===== src/rtl/key_onehot_capture.sv =====
// Synchronises and debounces a raw push-button vector, then reports one new
// single-key press per press/release cycle as a registered one-hot vector.
module key_onehot_capture #(
   parameter int N_KEYS = 15,
   parameter int DB_CNT = 1000000,
   parameter int CNT_W  = 20
) (
   input  logic              clk,
   input  logic              rst_n,
   input  logic [N_KEYS-1:0] key_in,
   output logic [N_KEYS-1:0] key_onehot,
   output logic              key_valid,
   output logic              multi_err,
   output logic              key_busy
);

   localparam logic [CNT_W-1:0] CNT_MAX = CNT_W'(DB_CNT - 1);

   typedef enum logic {
      IDLE = 1'b0,
      HOLD = 1'b1
   } state_t;

   logic [N_KEYS-1:0] sync_vec;
   logic [N_KEYS-1:0] cand_reg;
   logic [N_KEYS-1:0] stable_reg, stable_next;
   logic [CNT_W-1:0]  cnt_reg, cnt_next;

   state_t            state_reg, state_next;
   logic [N_KEYS-1:0] onehot_reg, onehot_next;
   logic              valid_reg, valid_next;
   logic              err_reg, err_next;

   logic              any_key;
   logic              multi_key;

   // Two-flop synchroniser per key; raw levels never reach logic directly.
   genvar gi;
   generate
      for (gi = 0; gi < N_KEYS; gi++) begin : g_sync
         logic meta_reg;
         logic sync_reg;

         always_ff @(posedge clk or negedge rst_n) begin
            if (!rst_n) begin
               meta_reg <= 1'b0;
               sync_reg <= 1'b0;
            end else begin
               meta_reg <= key_in[gi];
               sync_reg <= meta_reg;
            end
         end

         assign sync_vec[gi] = sync_reg;
      end
   endgenerate

   // Whole-vector debounce: any difference restarts the stability count.
   always_comb begin
      cnt_next    = cnt_reg;
      stable_next = stable_reg;
      if (sync_vec != cand_reg) begin
         cnt_next = '0;
      end else if (cnt_reg == CNT_MAX) begin
         stable_next = cand_reg;
      end else begin
         cnt_next = cnt_reg + CNT_W'(1);
      end
   end

   always_ff @(posedge clk or negedge rst_n) begin
      if (!rst_n) begin
         cand_reg   <= '0;
         stable_reg <= '0;
         cnt_reg    <= '0;
      end else begin
         cand_reg   <= sync_vec;
         stable_reg <= stable_next;
         cnt_reg    <= cnt_next;
      end
   end

   // Clearing the lowest set bit leaves something only if two or more keys are down.
   assign any_key   = |stable_reg;
   assign multi_key = |(stable_reg & (stable_reg - N_KEYS'(1)));

   always_comb begin
      state_next  = state_reg;
      onehot_next = onehot_reg;
      valid_next  = 1'b0;
      err_next    = 1'b0;
      case (state_reg)
         IDLE: begin
            if (any_key) begin
               state_next = HOLD;
               if (multi_key) begin
                  err_next = 1'b1;
               end else begin
                  valid_next  = 1'b1;
                  onehot_next = stable_reg;
               end
            end
         end
         HOLD: begin
            if (!any_key) begin
               state_next = IDLE;
            end
         end
      endcase
   end

   always_ff @(posedge clk or negedge rst_n) begin
      if (!rst_n) begin
         state_reg  <= IDLE;
         onehot_reg <= '0;
         valid_reg  <= 1'b0;
         err_reg    <= 1'b0;
      end else begin
         state_reg  <= state_next;
         onehot_reg <= onehot_next;
         valid_reg  <= valid_next;
         err_reg    <= err_next;
      end
   end

   assign key_onehot = onehot_reg;
   assign key_valid  = valid_reg;
   assign multi_err  = err_reg;
   assign key_busy   = (state_reg == HOLD);

endmodule


===== config.mk =====
export PLATFORM = sky130hd
export DESIGN_NAME = key_onehot_capture
export DESIGN_NICKNAME = d
export VERILOG_FILES = /design/src/rtl/key_onehot_capture.sv
export SDC_FILE = /design/constraint.sdc
export NUM_CORES = 1
export LEC_CHECK = 0
export BUFFER_PORTS_ARGS = -buffer_cell sky130_fd_sc_hd__buf_2
export CAP_MARGIN = 20
export CORE_ASPECT_RATIO = 0.7
export CORE_UTILIZATION = 62
export DETAILED_ROUTE_END_ITERATION = 16
export PLACE_DENSITY = 0.85
export SYNTH_ARGS = -nofsm -noshare
export SYNTH_HDL_FRONTEND = slang
export SYNTH_SLANG_ARGS = --single-unit

===== constraint.sdc =====
create_clock -name clk -period 3.8 [get_ports clk]
set_input_delay 0.57 -clock clk [delete_from_list [all_inputs] [get_ports clk]]
set_output_delay 0.57 -clock clk [all_outputs]
set_load 0.05 [all_outputs]

# Word level (Yosys, flattened, before mapping)

Index checks and enable logic that the tools add are counted.

Bits of input ports: 17
Output and inout bits: 18
Register bits: 98
Word-level logic and storage cells: 59

Muxes and demuxes: 9
Reduce and logical (&&, ||, !) cells: 4
Bitwise operators: 4
Equality and inequality tests: 3
Add/sub/neg operators: 2

Operators with widths:

| cell                                                                  | number |
|---|---|
| 20-bit two-way mux                                                    | 2 |
| 15-bit OR reduction                                                   | 2 |
| 20-bit by 1-bit adder with 20-bit output (second input constant)      | 1 |
| 20-bit == test (second input constant)                                | 1 |
| 15-bit AND                                                            | 1 |
| 15-bit != test                                                        | 1 |
| 15-bit by 1-bit subtractor with 15-bit output (second input constant) | 1 |
| 1-bit two-way mux                                                     | 7 |
| 1-bit inverter                                                        | 3 |
| 3-bit AND reduction                                                   | 1 |
| 2-bit != test (second input constant)                                 | 1 |
| 2-bit AND reduction                                                   | 1 |

# Logic depth before layout (Yosys ltp)

Depth after elaboration: 6
Gate-level depth with buffers: 8
Mapped depth without buffers: 6

# Worst setup path after synthesis

Ideal clock, no wire load.

Path kind: reg2reg
Start: reg stable_reg[0]
End: reg onehot_reg[10] (netlist: key_onehot[10])
Setup time: 0.125 ns
Path buffers: 2
Required time: 3.675 ns
Clock period less this slack: 2.507 ns
Stages on the path, launching flop included: 9
Arrival: 2.382 ns
Setup slack: 1.293 ns
Cells stage by stage: dfrtp_1 > or4_4 > buf_6 > o41ai_1 > a211oi_1 > nor4_4 > nand2_2 > buf_6 > mux2_4

Word-level cells in the longest chain between the ends: 5
Elaborated cells on any way between the ends: 6
Classes of those cells: add/sub (1); bitwise (2); reduce/logical (3)

RTL lines:

| item                                          | line | source |
|---|---|---|
| start, declared                               | 26   | `logic [N_KEYS-1:0] stable_reg, stable_next;` |
| start signal, assigned                        | 78   | `stable_reg <= stable_next;` |
| 15-bit by 1-bit subtractor with 15-bit output | 85   | `assign multi_key = \|(stable_reg & (stable_reg - N_KEYS'(1)));` |
| 15-bit AND                                    | 85   |  |
| 15-bit OR reduction                           | 85   |  |
| 1-bit inverter (no line)                      | --   |  |
| 3-bit AND reduction (no line) *               | --   |  |
| end signal, assigned                          | 120  | `onehot_reg <= onehot_next;` |
| end, declared                                 | 30   | `logic [N_KEYS-1:0] onehot_reg, onehot_next;` |

Every way passes the cells marked *; elsewhere a longest branch is shown, timed or not.
A chain may end at the register's enable or synchronous reset.

# Final worst setup path

Start: reg stable_reg[0]
End: reg onehot_reg[9] (netlist: key_onehot[9])

The elaborated chain is that of the path after synthesis.

==> reports/results.ini <==
[run_status]
status=finished, final reports clean

[place]
placed_cells=370
placed_cell_area_um2=3950
portBuffers=34
hpwl_mm=3.88
gp_congestion=0.827

[cells_and_area]
multi_input_area_um2=1210
layout_commonest_cell=dfrtp_1
syn2layout_area_growth_pct=13.5
largest_reg_flops=20
antenna_cells=0
final_cell_mix=dfrtp_1 (98), buf_2 (33), nor2_1 (28)
final_area_um2=4210
final_layout_size_suffix_gt1_frac=0.282
nets=325
num-fill-cells=383
regArea_um2=2450
stdcell_count=387

[yosys]
synth_cell_types=35
yosysSeqAreaShare=0.661
synth_compound_area_frac=0.0216
synth.area.mux_share=0.100
synth_xor_area_frac=0.0779
synth-adder-area-share=0.00607
synth_async_sr_flop_share=1.00
synth_edf_count=0
synth_area_leaders=dfrtp_1 (66%), mux2_2 (6.4%), xor2_1 (5.4%)
ys.flop_type=dfrtp_1
synth-simple-area-share=0.120
synth_cells=267
synth_seq_cells=98
syn_area_um2=3710
synth_top_area_frac=0.661
yosys_warnings=0
syn_nets=285
avgSynthCellArea_um2=13.9
yosysTopAreaCell=dfrtp_1
synth_top_family_by_area=simple AND/OR/NAND/NOR gates

[route]
first_pass_iters=4
viasPerCell=5.47
vias=2115
drcViolationCount=0
drt.antenna.violating_nets=0
drt_iter0_drc=120
wire_per_inst_um=15.2
drt-total-wl_mm=5.90

[timing]
setup_violations=0
final-hold-violation-count=0
relSlewSlack=0.593
post-route-period-util=0.715
fmax_mhz=368
clock_skew_ns=0.00622
rsz0062_at_grt=false
min_period_ns=2.72
worst_pin_slew_ns=0.610
timing.setup.tns_ns=0
slew_violations=0

[worst_setup_path]
max_stage_delay_ns=0.61
crit_end=key_onehot[9]$_DFFE_PN0P_
path_max_fanout=16
reg2reg_from=stable_reg[0]$_DFFE_PN0P_
crit_arrival_ns=2.96
start_kind=register
timing.rr.end=key_onehot[9]$_DFFE_PN0P_
path_depth=6
r2r_slack_ns=1.08
cp_data_required_time_ns=4.04
cp-startpoint=stable_reg[0]$_DFFE_PN0P_
crit_path_end_kind=register
path_class=reg -> reg
crit_path_cell_trace=or4_4 -> nor4_4 -> a21boi_0 -> nor4_4 -> nand2_2 -> mux2_4
r2r_cells=6
cp_slowest_cell=or4_4
worst-path-buf-inv=0
path_common_cell=nor4_4
crit_family=simple AND/OR/NAND/NOR gates

[floorplan]
core.rowCount=23
initial_core_util=0.645
ios=35
die_w_um=94.5
die_h_um=66.7
dieArea_um2=6310
coreArea_um2=5760

[global_routing]
grt_max_degree=86
grt_usage=0.217
antenna_found_initial=0
grt_pass1_vias=2030
grt_pass1_wl_mm=9.85
overflow=0

[power_and_ir_drop]
p_leak_nw=2.04
power_density_nw_per_um2=443
vdd_ir_drop_max_uv=319

[clocking]
cts_tree=done
holdBufCountCts=0
ctsResizeCount=0
cts_num_sinks=98
root_buffer=clkbuf_8
clock_path_buffers=2
htree_num_levels=3
post-cts-setup-buffers=0
cts_buffers=9
clk_pin_slew_ns=0.09
worstSkewPairLatency_ns=0.36

[worst_hold_path]
hold_path.class=in -> async

[flow_run]
maxCapViolations=0

## through the flow
step / hold slack (ns) / worst slack (ns) / total power, W / util
floorplan: 0.274 / 1.29 / 0.00111 / -
global placement: 0.334 / 1.16 / 0.00114 / 0.686
detailed placement: 0.335 / 1.08 / 0.00114 / 0.686
CTS: 0.296 / 1.07 / 0.00189 / 0.727
global route: 0.0567 / 0.935 / 0.00194 / 0.732
finish: 0.0643 / 1.08 / 0.00187 / 0.732
## how the worst min path moves through the flow
stage | startpoint | to | cells after the start
after floorplan | rst_n | cand_reg[0]$_DFF_PN0_ | 0
after global placement | g_sync[3].meta_reg$_DFF_PN0_ | g_sync[3].sync_reg$_DFF_PN0_ | 0
after detailed placement | g_sync[9].meta_reg$_DFF_PN0_ | g_sync[9].sync_reg$_DFF_PN0_ | 0
after CTS | key_in[2] | g_sync[2].meta_reg$_DFF_PN0_ | 1
after global routing | rst_n | stable_reg[11]$_DFFE_PN0P_ | 1
final | rst_n | stable_reg[11]$_DFFE_PN0P_ | 1
## synth_stat cells, types with 2 or more instances
cell / number
xnor2_1: 10
inv_1: 2
nor2_1: 28
clkbuf_1: 6
mux2_2: 21
nor4_4: 2
nand4_1: 7
nand3_1: 8
nor3_1: 7
xor2_1: 23
or3_1: 3
dfrtp_1: 98
nand2_1: 9
nor4_1: 6
a21oi_1: 5
buf_6: 2
mux2_4: 9
and3_1: 4
## per-layer routing
metal | wire (um) | global-route usage | vias to the layer above
met3 | 306 | 0.0685 | 7
met5 | 0 | 0 | -
met4 | 85 | 0.0795 | 0
met1 | 2820 | 0.303 | 1044
li1 | - | - | 1000
met2 | 2690 | 0.320 | 64
## cells by family (layout without fill, tap and decap cells)
family          after synthesis  after routing
compound gates               12             12
xor+xnor                     33             33
fa+ha+maj                     2              2
buf+inv                      10             55
flops                        98             98
mux                          30             30
simple gates                 82             82
## power breakdown
group,switching [W],leakage [nW],internal [W]
Sequential,0.0000144,1.27,0.00107
Clock,0.000333,0.120,0.000410
Combinational,0.0000269,0.651,0.0000177
## area by class of cell
type / instances / share of cell area
inverter: 2 / 0.00178
timing repair buffer: 37 / 0.0511
multi-input combinational: 159 / 0.287
sequential: 98 / 0.582
clock inverter: 5 / 0.0205
clock buffer: 11 / 0.0359
tap: 75 / 0.0223
Power figures use the tool's default switching activity.
